<file path="config.mk">
export PLATFORM = sky130hd
export DESIGN_NAME = spi_xfer_ctrl
export DESIGN_NICKNAME = d
export VERILOG_FILES = /design/src/rtl/spi_xfer_ctrl.sv
export SDC_FILE = /design/constraint.sdc
export NUM_CORES = 1
export LEC_CHECK = 0
export ABC_AREA = 1
export BUFFER_PORTS_ARGS = -buffer_cell sky130_fd_sc_hd__buf_2
export CORE_MARGIN = 3
export CORE_UTILIZATION = 48
export DETAILED_ROUTE_END_ITERATION = 8
export PLACE_DENSITY = 0.76
export SLEW_MARGIN = 10
export SYNTH_ARGS = -nofsm -noshare
export SYNTH_HDL_FRONTEND = slang
export SYNTH_SLANG_ARGS = --single-unit
</file>
<file path="constraint.sdc">
create_clock -name clk_in -period 1.51 [get_ports clk_in]
set_clock_uncertainty 0.2 [all_clocks]
set_input_delay 0 -clock clk_in [delete_from_list [all_inputs] [get_ports clk_in]]
set_output_delay 0 -clock clk_in [all_outputs]
set_load 0.005 [all_outputs]
</file>
<file path="src/rtl/spi_xfer_ctrl.sv">
// spi_xfer_ctrl: SPI transfer sequencer.
// Handles slave-select setup/hold, bit counting and clock-generator control.
module spi_xfer_ctrl #(
  parameter int CS_DLY = 2
) (
  input  logic       clk_in,
  input  logic       rst,
  input  logic       start,
  input  logic       abort,
  input  logic [6:0] char_len,
  input  logic       tx_negedge,
  input  logic       rx_negedge,
  input  logic       pos_edge,
  input  logic       neg_edge,
  output logic       go,
  output logic       enable,
  output logic       last_clk,
  output logic       ss_n,
  output logic       tx_shift,
  output logic       rx_sample,
  output logic [7:0] bit_cnt,
  output logic       busy,
  output logic       done
);

  typedef enum logic [2:0] {
    IDLE,
    SETUP,
    XFER,
    HOLD,
    DONE
  } state_t;

  localparam logic [3:0] DLY_LAST = 4'(CS_DLY - 1);

  state_t     state;
  state_t     state_nxt;
  logic [3:0] dly;
  logic [7:0] bit_cnt_nxt;
  logic       go_d;
  logic       enable_d;
  logic       last_clk_d;
  logic       ss_n_d;
  logic       busy_d;
  logic       done_d;

  assign tx_shift  = enable & (tx_negedge ? neg_edge : pos_edge);
  assign rx_sample = enable & (rx_negedge ? neg_edge : pos_edge);

  // State, per-state cycle counter and registered outputs
  always_ff @(posedge clk_in) begin
    if (rst) begin
      state    <= IDLE;
      dly      <= '0;
      bit_cnt  <= '0;
      go       <= 1'b0;
      enable   <= 1'b0;
      last_clk <= 1'b0;
      ss_n     <= 1'b1;
      busy     <= 1'b0;
      done     <= 1'b0;
    end else begin
      state    <= state_nxt;
      dly      <= (state_nxt != state) ? 4'd0 : dly + 4'd1;
      bit_cnt  <= bit_cnt_nxt;
      go       <= go_d;
      enable   <= enable_d;
      last_clk <= last_clk_d;
      ss_n     <= ss_n_d;
      busy     <= busy_d;
      done     <= done_d;
    end
  end

  // Next state and bit counter; abort overrides every transition
  always_comb begin
    state_nxt   = state;
    bit_cnt_nxt = bit_cnt;
    case (state)
      IDLE: begin
        if (start && !abort) begin
          state_nxt   = SETUP;
          bit_cnt_nxt = (char_len == 7'd0) ? 8'd128
                                           : {1'b0, char_len};
        end
      end
      SETUP: begin
        if (dly == DLY_LAST)
          state_nxt = XFER;
      end
      XFER: begin
        if (rx_sample && bit_cnt != 8'd0)
          bit_cnt_nxt = bit_cnt - 8'd1;
        if (neg_edge &&
            (bit_cnt == 8'd0 ||
             (bit_cnt == 8'd1 && rx_negedge)))
          state_nxt = HOLD;
      end
      HOLD: begin
        if (dly == DLY_LAST)
          state_nxt = DONE;
      end
      DONE: state_nxt = IDLE;
      default: state_nxt = IDLE;
    endcase
    if (abort && state != IDLE) begin
      state_nxt   = IDLE;
      bit_cnt_nxt = '0;
    end
  end

  // Output values for the coming cycle, derived from the next state
  always_comb begin
    go_d       = (state == IDLE) && (state_nxt == SETUP);
    enable_d   = (state_nxt == XFER);
    last_clk_d = (state_nxt == XFER) && (bit_cnt_nxt <= 8'd1);
    busy_d     = (state_nxt == SETUP) ||
                 (state_nxt == XFER)  ||
                 (state_nxt == HOLD);
    ss_n_d     = !busy_d;
    done_d     = (state_nxt == DONE);
  end

endmodule

</file>
==> Flow_metrics.wiki, run 1 <==
{| class="wikitable"
! Metric !! Value
|-
| Total of flip-flops plus latches after synthesis || 21
|-
| Design Area, Final || 0.00220 mm²
|-
| Kind of start point of the critical path || flop
|-
| Kind of path behind the tightest hold check || input pin to flop
|-
| Sequential share of power || 32.0%
|-
| Portion of synthesized cell area occupied by the leading cell type || 31.1%
|-
| Area growth, synth to finish || 62.3%
|-
| Clock latency on the worst-skew pair || 0.32 ns
|-
| Number of flops mapped to enable cells by yosys || 0
|-
| Highest ir drop seen on vdd || 0.904 mV
|-
| Detailed-route DRC error count || 0
|-
| Post-cts hold buffer count || 9
|-
| Routed wire length || 4.27 mm
|-
| Number of warnings printed during yosys synthesis || 0
|-
| Placed Instance Area || 0.00191 mm²
|-
| Max-capacitance violation count || 0
|-
| Port buffer count || 30
|-
| Ratio of routed vias to standard cells || 5.19
|-
| Share of layout cells above drive strength 1 || 51.7%
|-
| Pin count of the biggest net entering global routing || 15
|-
| Mapped cell area || 0.00135 mm²
|-
| Top FF cell, synth || sky130_fd_sc_hd__dfxtp_1
|-
| Pre-CTS setup slack || -0.239 ns
|-
| Final worst-path cycle share || 117%
|-
| Total Nets Final || 313
|-
| Core region area || 0.00257 mm²
|-
| Number of antenna cells inserted || 0
|-
| Full die area || 0.00349 mm²
|-
| Number of instances in the synthesized netlist || 207
|-
| Maximum operating frequency || 568 MHz
|-
| Ys async rst share || 0%
|-
| Drt first pass iters || 4
|-
| Total power density per cell area || 967 mW/mm²
|-
| GR Overflow Total || 0
|-
| Status || finished, violations left
|-
| Average routed wire per standard cell || 13.2 µm
|-
| Cts bufs inserted || 3
|-
| Worst max-slew margin expressed relative to the limit || 70.3%
|-
| Number of max-slew violations in the final report || 0
|-
| Leakage Power || 1.08 nW
|-
| Remaining antenna violation count after routing || 0
|-
| Cell row count || 18
|-
| Portion of total power attributed to the clock network || 14.0%
|-
| Post-synthesis sequential area ratio || 31.1%
|-
| Hold Path Stages || 4
|-
| Relative contribution of combinational cells to total power || 54.0%
|-
| Post-synthesis cell type with the largest combined area || sky130_fd_sc_hd__dfxtp_1
|-
| Post-DP HPWL || 2.97 mm
|-
| Worst hold slack || -0.129 ns
|-
| Y dimension of the die || 59.1 µm
|-
| Pint || 1.27 mW
|-
| Worst setup EP type || flop
|-
| Clock transition at path regs || 0.13 ns
|-
| Most used standard cells in the synthesized netlist || 46 x sky130_fd_sc_hd__nand2_1, 25 x sky130_fd_sc_hd__nor2_1, 24 x sky130_fd_sc_hd__inv_1, 21 x sky130_fd_sc_hd__dfxtp_1, 13 x sky130_fd_sc_hd__nand3_1
|-
| Clk buf depth || 2
|-
| Wire length of the first global-routing pass || 7.04 mm
|-
| Clock tree from TritonCTS || done
|-
| Worst setup path class || flop to flop
|-
| Routed via count || 1672
|-
| Setup repair after global routing missed its margin || true
|-
| H-tree depth reported by CTS || 1
|-
| Smallest setup slack after layout || -0.251 ns
|-
| Data required time at the worst endpoint || 1.58 ns
|-
| Violation count after the first detailed-routing iteration || 85
|-
| CP Max Fanout || 9
|-
| Starting density of the core || 52.7%
|-
| Critical path arrival || 1.83 ns
|-
| Fin util || 85.6%
|-
| Biggest area contributors in the synthesized netlist || sky130_fd_sc_hd__dfxtp_1 31%, sky130_fd_sc_hd__nand2_1 13%, sky130_fd_sc_hd__nor2_1 6.9%
|-
| Most common cell in the synthesized netlist || sky130_fd_sc_hd__nand2_1
|-
| Post-synth cell types || 25
|-
| Hold violation count in the final report || 8
|-
| Fraction of power spent switching nets || 40.4%
|-
| Average cell area after synthesis || 6.54 µm²
|-
| Filler Cell Count || 147
|-
| Cell at the root of the clock tree || sky130_fd_sc_hd__clkbuf_4
|-
| Die Width || 59.1 µm
|-
| Total net switching power || 0.858 mW
|-
| Number of sinks on the clock net || 21
|-
| Overall global routing resource usage || 25.7%
|-
| Setup violation total in the final timing report || 16
|-
| Antenna violations before repair || 0
|-
| Fin crit period || 1.76 ns
|-
| Actual transition at the worst max-transition pin || 0.442 ns
|-
| Routability congestion estimate || 0.970
|-
| Number of top-level pins || 31
|-
| Reg2Reg Depth || 9
|-
| Violated checks || hold timing, setup timing
|-
| Vias in the first global route || 1638
|-
| Mapped Nets || 227
|}
[path summary, 6_finish.rpt]
kind,startpoint,endpoint,slack [ns]
setup / recovery,state[1]$_SDFF_PP0_,bit_cnt[0]$_SDFF_PP0_,-0.25
hold / removal,abort,bit_cnt[6]$_SDFF_PP0_,-0.13
setup reg to reg,state[1]$_SDFF_PP0_,bit_cnt[0]$_SDFF_PP0_,-0.25
hold reg to reg,dly[0]$_SDFF_PP0_,dly[0]$_SDFF_PP0_,0.36
[critical path, stage by stage, from the launching register on]
cell	delay (ns)
sky130_fd_sc_hd__dfxtp_2	0.37
sky130_fd_sc_hd__inv_2	0.06
sky130_fd_sc_hd__nand2_2	0.07
sky130_fd_sc_hd__inv_2	0.09
sky130_fd_sc_hd__nand2_4	0.08
sky130_fd_sc_hd__nand2_8	0.11
sky130_fd_sc_hd__inv_2	0.05
sky130_fd_sc_hd__a2111oi_1	0.43
sky130_fd_sc_hd__o21ai_1	0.15
sky130_fd_sc_hd__inv_1	0.11
[timing repair]
action,4_1_cts,5_1_grt
endpoints found under the setup margin,15,17
gates resized for setup,11,30
hold endpoints to repair,16,7
pin swaps,12,12
buffers inserted,3,2
[final cells by class]
class                           count  area (µm²)  area share, %
Inverter                           30         125           5.69
Clock inverter                      1        7.51          0.342
Sequential cell                    21         434           19.8
Multi-Input combinational cell    154         996           45.3
Tap cell                           30        37.5           1.71
Clock buffer                        3        22.5           1.03
Timing Repair Buffer               83         574           26.1
[per-layer routing]
| metal | vias up | GRT usage, % | wire length (µm) | share of wire (%) |
|---|---|---|---|---|
| met5 | - | 0 | 0 | 0 |
| met4 | 0 | 9.06 | 83 | 1.9 |
| met3 | 14 | 2.40 | 268 | 6.3 |
| met2 | 70 | 42.4 | 2010 | 47 |
| met1 | 754 | 34.9 | 1900 | 45 |
| li1 | 834 | - | - | - |
[power by group through the flow]
stage          clock, mW  sequential [mW]  combinational, mW
4_1_cts            0.298            0.673              0.998
5_1_grt            0.321            0.687               1.26
3_3_place_gp           0            0.682              0.907
3_5_place_dp           0            0.684              0.924
2_1_floorplan          0            0.703              0.518
6_report           0.297            0.680               1.15
[placed cells by master, fill, tap and decap left out, drive strengths merged]
| master | netlist | final |
|---|---|---|
| buf | 1 | 74 |
| nand2 | 55 | 55 |
| nor2 | 32 | 32 |
| inv | 30 | 30 |
| dfxtp | 21 | 21 |
| nand3 | 15 | 15 |
| o21ai | 13 | 13 |
| nor3 | 10 | 10 |
| dlygate4sd3 | 0 | 9 |
| a21oi | 8 | 8 |
| ha | 5 | 5 |
| nand4 | 4 | 4 |
| xor2 | 4 | 4 |
| o211ai | 3 | 3 |
| clkbuf | 1 | 3 |
| xnor2 | 2 | 2 |
| a31oi | 1 | 1 |
| nand3b | 1 | 1 |
| a2111oi | 1 | 1 |
| clkinvlp | 0 | 1 |
[metrics by stage]
stage / total power, mW / std cells / setup TNS [ns]
2_1_floorplan: 1.22 / 207 / -0.301
5_1_grt: 2.27 / 322 / -4.09
6_report: 2.12 / 322 / -2.12
3_5_place_dp: 1.61 / 306 / -1.69
3_3_place_gp: 1.59 / 306 / -1.50
4_1_cts: 1.97 / 321 / -1.70
[registers in the layout (all words and copies together) (netlist names)]
signal    count
state         3
bit_cnt       8
dly           4
ss_n          1
go            1
busy          1
last_clk      1
done          1
enable        1
[logic make-up (layout without fill, tap and decap cells)]
group                      after synthesis  count (layout)  share of synthesized area, %
AOI/OAI and AO/OA                       26              26                          10.8
xor gates and xnor gates                 6               6                          3.88
adders and majority gates                5               5                          4.62
buffers and inverters                   32             117                          9.43
DFF                                     21              21                          31.1
and+or+nand+nor                        117             117                          40.2
Power figures use the tool's default switching activity.
==> inputs of run 2 (changes only) <==
HOLD_SLACK_MARGIN = 0.15   (was default)
==> run 2 against run 1 <==
The run still ends with hold timing, setup timing left. Sequential share of layout area fell by 0.18 points. Utilization rose by 0.78 points. First-iteration DRC count fell by 9.4%. Highest routed layer unchanged.
==> Flow_metrics.wiki, run 2 (synthesized netlist as in run 1, its figures left out) <==
{| class="wikitable"
! Metric !! Value
|-
| Global routing usage on met2 || 42.7% (+0.32 points)
|-
| Routability congestion estimate || 0.970 (unchanged)
|-
| Worst setup path class || flop to flop
|-
| Leakage Power || 1.09 nW (+0.77%)
|-
| Routed via count || 1664 (-0.48%)
|-
| Worst setup EP type || flop
|-
| Setup repair after global routing missed its margin || true
|-
| Violation count after the first detailed-routing iteration || 77 (-9.4%)
|-
| Registers with the most flip-flops || bit_cnt: 8 flops, dly: 4 flops, state: 3 flops
|-
| Cts bufs inserted || 3 (unchanged)
|-
| Finished Layout Cells || 324 (+0.62%)
|-
| Clk buf depth || 2 (unchanged)
|-
| Wire length of the first global-routing pass || 7.07 mm (+0.38%)
|-
| Kind of start point of the critical path || flop
|-
| Placed cell count || 306 (unchanged)
|-
| Vias in the first global route || 1650 (+0.73%)
|-
| Clock tree from TritonCTS || done
|-
| Hold violation count in the final report || 8 (unchanged)
|-
| Most used cells in the layout excluding fill and tap cells || 43 x sky130_fd_sc_hd__buf_4, 39 x sky130_fd_sc_hd__nand2_1, 30 x sky130_fd_sc_hd__buf_2
|-
| Kind of path behind the tightest hold check || input pin to flop
|-
| Remaining antenna violation count after routing || 0 (unchanged)
|-
| Drt first pass iters || 4 (unchanged)
|-
| Commonest non-fill, non-tap cell in the layout || sky130_fd_sc_hd__buf_4
|-
| Met3 Usage GRT || 2.40% (unchanged)
|-
| Worst max-slew margin expressed relative to the limit || 70.7% (+0.41 points)
|-
| GR Overflow Total || 0 (unchanged)
|-
| Worst hold slack || -0.133 ns (-0.00401 ns)
|-
| Critical path, cell by cell || inv_2 -> nand2_2 -> inv_2 -> nand2_4 -> nand2_8 -> inv_2 -> a2111oi_1 -> o21ai_1 -> inv_1
|-
| Y dimension of the die || 59.1 µm (unchanged)
|-
| CP most frequent cell || sky130_fd_sc_hd__inv_2
|-
| Area growth, synth to finish || 63.8%
|-
| Post-DP HPWL || 2.97 mm (unchanged)
|-
| Total Nets Final || 315 (+0.64%)
|-
| Design Area, Final || 0.00222 mm² (+0.91%)
|-
| Final worst-path cycle share || 116% (-1.0 points)
|-
| Clock latency on the worst-skew pair || 0.32 ns (about the same)
|-
| Reg2Reg Depth || 9 (unchanged)
|-
| Violated checks || hold timing, setup timing
|-
| Port buffer count || 30 (unchanged)
|-
| Cell at the root of the clock tree || sky130_fd_sc_hd__clkbuf_4
|-
| Maximum operating frequency || 573 MHz (+0.87%)
|-
| Worst Hold End || bit_cnt[6]$_SDFF_PP0_
|-
| Highest-utilization routing layer at the global route stage || met2
|-
| Total power density per cell area || 960 mW/mm² (-0.76%)
|-
| CP max-delay cell || sky130_fd_sc_hd__a2111oi_1
|-
| Smallest setup slack after layout || -0.236 ns (+0.0153 ns)
|-
| Largest register by flop count || bit_cnt
|-
| Status || finished, violations left
|-
| Worst reg-to-reg setup slack || -0.24 ns (+0.02 ns)
|-
| H-tree depth reported by CTS || 1 (unchanged)
|-
| Critical path arrival || 1.81 ns (-0.02 ns)
|-
| Met1 routing resource usage after global routing || 34.9% (unchanged)
|-
| Detailed-route DRC error count || 0 (unchanged)
|-
| Max FFs per register || 8 (unchanged)
|-
| Hold Path Stages || 4 (unchanged)
|-
| Core region area || 0.00257 mm² (unchanged)
|-
| Ratio of routed vias to standard cells || 5.14 (-1.1%)
|-
| CP Max Fanout || 9 (unchanged)
|-
| Data required time at the worst endpoint || 1.58 ns (about the same)
|-
| Cell row count || 18 (unchanged)
|-
| Die Width || 59.1 µm (unchanged)
|-
| Average routed wire per standard cell || 13.2 µm (-0.24%)
|-
| Pin count of the biggest net entering global routing || 15 (unchanged)
|-
| Actual transition at the worst max-transition pin || 0.435 ns (-0.00612 ns)
|-
| Number of top-level pins || 31 (unchanged)
|-
| Overall global routing resource usage || 25.8% (+0.090 points)
|-
| Buffers & Inverters on Critical Path || 4 (unchanged)
|-
| Number of antenna cells inserted || 0 (unchanged)
|-
| Fin util || 86.4% (+0.78 points)
|-
| Placed Instance Area || 0.00191 mm² (unchanged)
|-
| Post-cts hold buffer count || 11 (+2)
|-
| Launch point of the worst hold path || abort
|-
| Starting density of the core || 52.7% (unchanged)
|-
| Full die area || 0.00349 mm² (unchanged)
|-
| Setup violation total in the final timing report || 16 (unchanged)
|-
| Clock transition at path regs || 0.13 ns (about the same)
|-
| Routed wire length || 4.28 mm (+0.38%)
|-
| Number of max-slew violations in the final report || 0 (unchanged)
|-
| Max-capacitance violation count || 0 (unchanged)
|-
| Top cell family by delay on the critical path || compound AO/OA/AOI/OAI gates
|-
| Highest ir drop seen on vdd || 0.903 mV (-0.16%)
|-
| Worst R2R Start || state[2]$_SDFF_PP0_
|-
| Maximum cell stage delay along the critical path || 0.42 ns (about the same)
|-
| Pre-CTS setup slack || -0.239 ns (unchanged)
|-
| Antenna violations before repair || 0 (unchanged)
|-
| Crit Reg-Reg Endpoint || bit_cnt[0]$_SDFF_PP0_
|-
| Fin crit period || 1.75 ns (-0.0153 ns)
|-
| Share of layout cells above drive strength 1 || 51.4% (-0.35 points)
|-
| Number of sinks on the clock net || 21 (unchanged)
|}
[run 2: changes by cell type in the layout (fill, tap and decap cells not counted)]
cell | before | now
sky130_fd_sc_hd__dlygate4sd3_1 | 9 | 11
[run 2: how the worst max path moves through the flow]
stage | slack [ns] | startpoint | cells after the start | to
5_1_grt | -0.42 | bit_cnt[1]$_SDFF_PP0_ | 10 | last_clk$_SDFF_PP0_
3_3_place_gp | -0.24 | bit_cnt[1]$_SDFF_PP0_ | 12 | last_clk$_SDFF_PP0_
6_report | -0.24 | state[2]$_SDFF_PP0_ | 9 | bit_cnt[0]$_SDFF_PP0_
3_5_place_dp | -0.24 | bit_cnt[5]$_SDFF_PP0_ | 11 | last_clk$_SDFF_PP0_
4_1_cts | -0.21 | dly[1]$_SDFF_PP0_ | 12 | last_clk$_SDFF_PP0_
2_1_floorplan | -0.07 | bit_cnt[1]$_SDFF_PP0_ | 12 | last_clk$_SDFF_PP0_
[run 2: stage by stage]
step / hold slack [ns] / setup TNS (ns) / power (mW)
floorplan: -0.145 / -0.301 / 1.22
global placement: 0.0488 / -1.50 / 1.59
detailed placement: 0.0610 / -1.69 / 1.61
CTS: -0.150 / -1.70 / 1.97
global route: -0.109 / -4.09 / 2.27
finish: -0.133 / -2.10 / 2.13
[run 2: area by class of cell]
type,count,area [µm²]
Clock buffer,3,22.5
Multi-Input combinational cell,154,996
Tap cell,30,37.5
Fill cell,145,350
Sequential cell,21,434
Inverter,30,125
Clock inverter,1,7.51
Timing Repair Buffer,85,594
[run 2: report_power, final]
part           internal (mW)  switching [mW]
Combinational          0.543           0.608
Clock                  0.101           0.196
Sequential             0.625          0.0540
Total                   1.27           0.858
[run 2: per-layer routing]
metal  part of all wire (%)  routed length [µm]
met5                      0                   0
met1                     44                1890
met3                    6.6                 281
met4                    1.7                  74
met2                     48                2040
[run 2: what timing repair did]
| item | 4_1_cts | 5_1_grt |
|---|---|---|
| endpoints found under the setup margin | 15 | 17 |
| pin swaps | 12 | 12 |
| hold endpoints to repair | 22 | 12 |
| gates resized for setup | 11 | 30 |
| buffers inserted | 3 | 2 |
[run 2: worst register-to-register path, delay by kind of cell, from the launching register on]
kind | cells | cell delay, ns
flops | 1 | 0.37
buf+inv | 4 | 0.31
compound gates | 2 | 0.57
simple gates | 3 | 0.26
